`src/rtl/demux1_3_reg_if.sv`:
```
`default_nettype none
// ============================================================================
//  Module     : demux1_3_reg_if
//  Description: Handshake bundle for the 1-to-3 registered demultiplexer.
//               One input channel (data/select/valid/ready) and three
//               registered output slots with per-slot valid/ready.
//               sel_err exists only when DEMUX1_3_ERR_EN is defined.
//  Revision   : 1.0 - initial release
// ============================================================================
interface demux1_3_reg_if;
   logic [31:0] in_data;
   logic [1:0]  in_sel;
   logic        in_valid;
   logic        in_ready;
   logic [31:0] out1_data;
   logic [31:0] out2_data;
   logic [31:0] out3_data;
   logic [2:0]  out_valid;
   logic [2:0]  out_ready;
`ifdef DEMUX1_3_ERR_EN
   logic        sel_err;
`endif

   // Producer + consumers side
   modport master (
      output in_data,
      output in_sel,
      output in_valid,
      input  in_ready,
      input  out1_data,
      input  out2_data,
      input  out3_data,
      input  out_valid,
      output out_ready
`ifdef DEMUX1_3_ERR_EN
      ,
      input  sel_err
`endif
   );

   // Demultiplexer side
   modport slave (
      input  in_data,
      input  in_sel,
      input  in_valid,
      output in_ready,
      output out1_data,
      output out2_data,
      output out3_data,
      output out_valid,
      input  out_ready
`ifdef DEMUX1_3_ERR_EN
      ,
      output sel_err
`endif
   );
endinterface
`default_nettype wire

```
`src/rtl/demux1_3_reg.sv`:
```
`default_nettype none
// ============================================================================
//  Module     : demux1_3_reg
//  Description: 1-to-3 demultiplexer with one registered 32-bit slot per
//               output. in_sel 00 -> out1, 01 -> out2, 10/11 -> out3.
//               Each slot accepts a new word when empty or when its current
//               word is delivered in the same cycle (no bubble).
//               Optional macro DEMUX1_3_ERR_EN: in_sel = 11 is illegal, the
//               word is dropped and a sticky sel_err flag is raised.
//  Revision   : 1.0 - initial release
// ============================================================================
module demux1_3_reg (
   input  wire logic      clk,
   input  wire logic      rst,
   demux1_3_reg_if.slave  bus
);

   localparam int unsigned C_NSLOT = 3;

   logic [2:0]  w_tgt_oh;        // one-hot target slot
   logic        w_illegal;       // select value that must be dropped
   logic        w_slot_busy;     // target slot full and not draining
   logic        w_in_ready;
   logic        w_accept;
   logic [2:0]  w_slot_valid;
   logic [31:0] w_slot_data [C_NSLOT];

   // Decode the select into a one-hot slot target
   always_comb begin
      w_tgt_oh = 3'b000;
      case (bus.in_sel)
         2'b00:   w_tgt_oh = 3'b001;
         2'b01:   w_tgt_oh = 3'b010;
         default: w_tgt_oh = 3'b100;
      endcase
   end

`ifdef DEMUX1_3_ERR_EN
   assign w_illegal = (bus.in_sel == 2'b11);
`else
   assign w_illegal = 1'b0;
`endif

   // A dropped illegal word is always "accepted" so the producer never stalls
   assign w_slot_busy = |(w_tgt_oh & w_slot_valid & ~bus.out_ready);
   assign w_in_ready  = w_illegal | ~w_slot_busy;
   assign w_accept    = bus.in_valid & w_in_ready & ~w_illegal;

   for (genvar k = 0; k < C_NSLOT; k++) begin : g_slot
      logic [31:0] data_q;
      logic [31:0] data_d;
      logic        valid_q;
      logic        valid_d;
      logic        w_load;
      logic        w_deliver;

      assign w_load    = w_accept & w_tgt_oh[k];
      assign w_deliver = valid_q & bus.out_ready[k];

      // Next slot state: a load wins over a delivery so the slot stays full
      always_comb begin
         data_d  = data_q;
         valid_d = valid_q;
         if (w_load) begin
            data_d  = bus.in_data;
            valid_d = 1'b1;
         end else if (w_deliver) begin
            valid_d = 1'b0;
         end
      end

      // Slot register; data is kept after delivery, only reset clears it
      always_ff @(posedge clk) begin
         if (rst) begin
            data_q  <= 32'h0;
            valid_q <= 1'b0;
         end else begin
            data_q  <= data_d;
            valid_q <= valid_d;
         end
      end

      assign w_slot_valid[k] = valid_q;
      assign w_slot_data[k]  = data_q;
   end

`ifdef DEMUX1_3_ERR_EN
   logic sel_err_q;
   logic sel_err_d;

   // Sticky flag: set by any offered illegal select, cleared only by reset
   always_comb begin
      sel_err_d = sel_err_q | (bus.in_valid & w_illegal);
   end

   // Error flag register
   always_ff @(posedge clk) begin
      if (rst) begin
         sel_err_q <= 1'b0;
      end else begin
         sel_err_q <= sel_err_d;
      end
   end

   assign bus.sel_err = sel_err_q;
`endif

   assign bus.in_ready  = w_in_ready;
   assign bus.out_valid = w_slot_valid;
   assign bus.out1_data = w_slot_data[0];
   assign bus.out2_data = w_slot_data[1];
   assign bus.out3_data = w_slot_data[2];

endmodule
`default_nettype wire

```
`src/flat_wrapper.sv`:
```
// flat-port wrapper written by rule: the top's interface ports become plain ports
module demux1_3_reg_flat 
  (clk, rst, bus_in_data, bus_in_sel, bus_in_valid, bus_in_ready, bus_out1_data, bus_out2_data, bus_out3_data, bus_out_valid, bus_out_ready);
  demux1_3_reg_if bus_i ();
  input  wire logic clk;
  input  wire logic rst;
  input wire logic [$bits(bus_i.in_data)-1:0] bus_in_data;
  input wire logic [$bits(bus_i.in_sel)-1:0] bus_in_sel;
  input wire logic [$bits(bus_i.in_valid)-1:0] bus_in_valid;
  output wire logic [$bits(bus_i.in_ready)-1:0] bus_in_ready;
  output wire logic [$bits(bus_i.out1_data)-1:0] bus_out1_data;
  output wire logic [$bits(bus_i.out2_data)-1:0] bus_out2_data;
  output wire logic [$bits(bus_i.out3_data)-1:0] bus_out3_data;
  output wire logic [$bits(bus_i.out_valid)-1:0] bus_out_valid;
  input wire logic [$bits(bus_i.out_ready)-1:0] bus_out_ready;
  assign bus_i.in_data = bus_in_data;
  assign bus_i.in_sel = bus_in_sel;
  assign bus_i.in_valid = bus_in_valid;
  assign bus_in_ready = bus_i.in_ready;
  assign bus_out1_data = bus_i.out1_data;
  assign bus_out2_data = bus_i.out2_data;
  assign bus_out3_data = bus_i.out3_data;
  assign bus_out_valid = bus_i.out_valid;
  assign bus_i.out_ready = bus_out_ready;
  demux1_3_reg u_core (.clk(clk), .rst(rst), .bus(bus_i));
endmodule
```
`config.mk`:
```
export PLATFORM = sky130hd
export DESIGN_NAME = demux1_3_reg_flat
export DESIGN_NICKNAME = d
export VERILOG_FILES = /design/src/rtl/demux1_3_reg_if.sv /design/src/rtl/demux1_3_reg.sv /design/src/flat_wrapper.sv
export SDC_FILE = /design/constraint.sdc
export NUM_CORES = 1
export LEC_CHECK = 0
export ABC_AREA = 1
export CAP_MARGIN = 20
export CORE_ASPECT_RATIO = 0.6
export CORE_MARGIN = 5
export CORE_UTILIZATION = 41
export DETAILED_ROUTE_END_ITERATION = 16
export MAX_ROUTING_LAYER = met4
export PLACE_DENSITY = 0.84
export SLEW_MARGIN = 5
export SYNTH_ARGS = -nofsm -noshare
export SYNTH_HDL_FRONTEND = slang
export SYNTH_SLANG_ARGS = --single-unit
export TNS_END_PERCENT = 50
```
`constraint.sdc`:
```
create_clock -name clk -period 2.75 [get_ports clk]
set_input_delay 0.55 -clock clk [delete_from_list [all_inputs] [get_ports clk]]
set_output_delay 0.55 -clock clk [all_outputs]
set_load 0.1 [all_outputs]
```
==> metrics.md <==
| Metric | Value |
|---|---|
| CTS tree | `done` |
| Minimum clock period after layout | `2.301 ns` |
| Hold path depth | `2` |
| IO Pins | `140` |
| Clock latency on the worst-skew pair | `0.34 ns` |
| Die height | `88.85 um` |
| Arr. time, crit path | `1.75 ns` |
| Setup repair bufs after CTS | `0` |
| Synth Area in Adders | `0%` |
| Sequential-to-total area share from yosys stat | `46.66%` |
| Pre-CTS WS | `0.4075 ns` |
| Initial antenna violation count | `0` |
| Post-synthesis compound-gate area fraction | `0.1178%` |
| Outcome | `complete, no violations` |
| Power Density | `695.8 nW/um2` |
| Setup violators final | `0` |
| Antenna Nets Post-Route | `0` |
| VDD IR max | `0.3039 mV` |
| FFs w/ async S/R, synth | `0%` |
| FF-to-FF Start | `u_core.g_slot[1].valid_q` |
| Final Slew Violations | `0` |
| Post-synthesis mux area share | `0%` |
| Nets | `748` |
| Yosys cell types | `17` |
| Row count | `28` |
| Hold Slack | `0.4881 ns` |
| CP Max Fanout | `3` |
| Number of synthesis warnings | `0` |
| Required time of the critical path | `2.20 ns` |
| Fmax | `434.5 MHz` |
| Leakage | `0.002701 uW` |
| Clk sinks | `99` |
| Post-synth EDFFs | `0` |
| Vias in the first global route | `3,949` |
| Worst slew pin tran | `0.5863 ns` |
| Worst Reg2Reg Path Length in Cells | `8` |
| Final Hold Vio Count | `0` |
| Num CTS Buffers | `9` |
| Hold-fix buffers, CTS | `0` |
| Largest family of logic cells by synthesized area | `simple AND/OR/NAND/NOR gates` |
| Share of cells above drive strength 1 | `20.06%` |
| Worst setup path category | `input pin to primary output` |
| Synth Area in XOR/XNOR | `0%` |
| CP top delay family | `buffers and inverters` |
| Vias/cell | `5.132` |
| Post-synthesis register bit count | `99` |
| H-tree depth | `3` |
| WP buf/inv | `2` |
| DR iter-0 viols | `307` |
| Startpoint of the worst hold path | `u_core.bus.out2_data[10]` |
| Mapped Area | `4248 um2` |
| Primary FF master, synth | `dfxtp_1` |
| CTS Buffer Depth | `2` |
| Core Box Area | `9985 um2` |
| N_diodes | `0` |
| Area Overhead vs Synth | `34.79%` |
| Crit-path cells | `clkdlybuf4s50_1 > nor2_4 > nand2_1 > nand2_1 > nor2_4 > buf_12` |
| First-pass GRT wire length | `20,350 um` |
| Max Cap Violations | `0` |
| DP HPWL | `8975 um` |
| Hold Path Class | `register to register` |
| Post-Synth Simple-Gate Area | `42.83%` |
| Starting Density | `42.54%` |
| Syn_nets | `637` |
| DRT Pass-1 Iters | `5` |
| DR WL/cell | `15.22 um` |
| Filler Cell Count | `938` |
| Syn Inst Count | `597` |
| Buffers on Ports | `139` |
| Fin crit share | `83.68%` |
| Post-CTS sizing | `0` |
| RSZ-0062 raised after global routing | `false` |
| Clock-pin slew on the worst setup and hold paths | `0.07 ns` |
| CP max stage delay | `0.54 ns` |
| Slew headroom | `60.91%` |
| Overall power | `3984 uW` |
| Post-Syn Area per Cell | `7.115 um2` |
| Die Area | `12,560 um2` |
| CP Launch Type | `input pin` |
| DRC | `0` |
| CP Capture Type | `primary output` |
| Die X-Extent | `141.4 um` |
| Gr usage total | `21.01%` |
| Routed WL | `12,910 um` |
| Final worst-path setup slack | `0.4488 ns` |
| Crit path from | `bus_in_sel[0]` |
| CP max-delay cell | `clkdlybuf4s50_1` |
| Setup TNS | `0 ns` |
| Clock skew | `0.005442 ns` |
| GP Congestion | `0.8438` |
| Critical Path Stages | `6` |
| Vias | `4,352` |
| Master cell of the clock root buffer | `clkbuf_16` |
| Global route total overflow | `0` |
| Largest net degree at the start of global routing | `97` |
==> flip-flops by register name, summed over array words and instances, names as in the netlist <==
signal and count:
u_core.bus.out1_data 32, u_core.bus.out2_data 32, u_core.bus.out3_data 32, u_core.g_slot.valid_q 3
==> metrics by stage <==
step / std cells / util (%) / cell area, um2
2_1_floorplan: 597 / - / 4248
3_3_place_gp: 832 / 54.35 / 5426
3_5_place_dp: 832 / 54.35 / 5426
4_1_cts: 848 / 57.34 / 5725
5_1_grt: 848 / 57.34 / 5725
6_report: 848 / 57.34 / 5725
==> layer usage <==
metal | GRT usage (%) | part of all wire, %
met5 | - | 0
met4 | 4.791 | 0.79
met3 | 5.940 | 10
met2 | 31.40 | 43
met1 | 28.42 | 46
==> final cells by class <==
| class | count | area, um2 | share of cell area (%) |
|---|---|---|---|
| clock buffer | 9 | 225.2 | 3.934 |
| clock inverter | 7 | 73.82 | 1.289 |
| inverter | 40 | 150.1 | 2.622 |
| multi-input combinational | 405 | 1824 | 31.86 |
| sequential | 99 | 1982 | 34.62 |
| tap | 135 | 168.9 | 2.950 |
| timing repair buffer | 153 | 1301 | 22.73 |
==> report_power, final <==
group	leakage [uW]	switching [uW]	internal, uW	total [uW]
combinational	0.00174	876	258	1130
sequential	0.000812	52.9	1520	1570
clock	0.000147	566	712	1280
==> cells in the mapped netlist, types with 5 or more instances <==
master / count / area (um2)
buf_2: 8 / 40.04
buf_6: 6 / 67.56
nand2_1: 100 / 375.4
clkbuf_1: 13 / 48.80
buf_1: 16 / 60.06
dfxtp_1: 99 / 1982
nor2_4: 5 / 56.30
nand4_1: 96 / 600.6
inv_1: 37 / 138.9
nor2_1: 198 / 743.2
buf_4: 10 / 75.07
==> cell usage in the layout (no fill, tap or decap) <==
cell,count
dfxtp_1,99
nand2_2,2
nand4_1,96
bufinv_16,1
clkinvlp_4,1
buf_2,1
clkinv_2,2
nand3_1,2
inv_6,3
nor2_4,5
inv_2,3
nor2_1,198
clkbuf_16,9
clkdlybuf4s50_1,37
buf_12,5
buf_4,110
a21oi_1,1
inv_1,37
nand4_4,1
nand2_1,100
==> worst paths after layout <==
| check | end | slack [ns] |
|---|---|---|
| setup / recovery | bus_in_ready | 0.45 |
| hold / removal | u_core.bus.out2_data[10] | 0.49 |
| setup reg to reg | u_core.bus.out2_data[7] | 1.21 |
| hold reg to reg | u_core.bus.out2_data[10] | 0.49 |
==> logic make-up after synthesis <==
family,count (synthesis)
AND/OR/NAND/NOR,404
buffers and inverters,93
flip-flops,99
AO/OA/AOI/OAI,1
==> tightest hold or removal path: stages, from the launching register on <==
cell and delay (ns):
dfxtp_1 0.31, nor2_1 0.09, nor2_1 0.05
(Power assumes the default switching activity.)
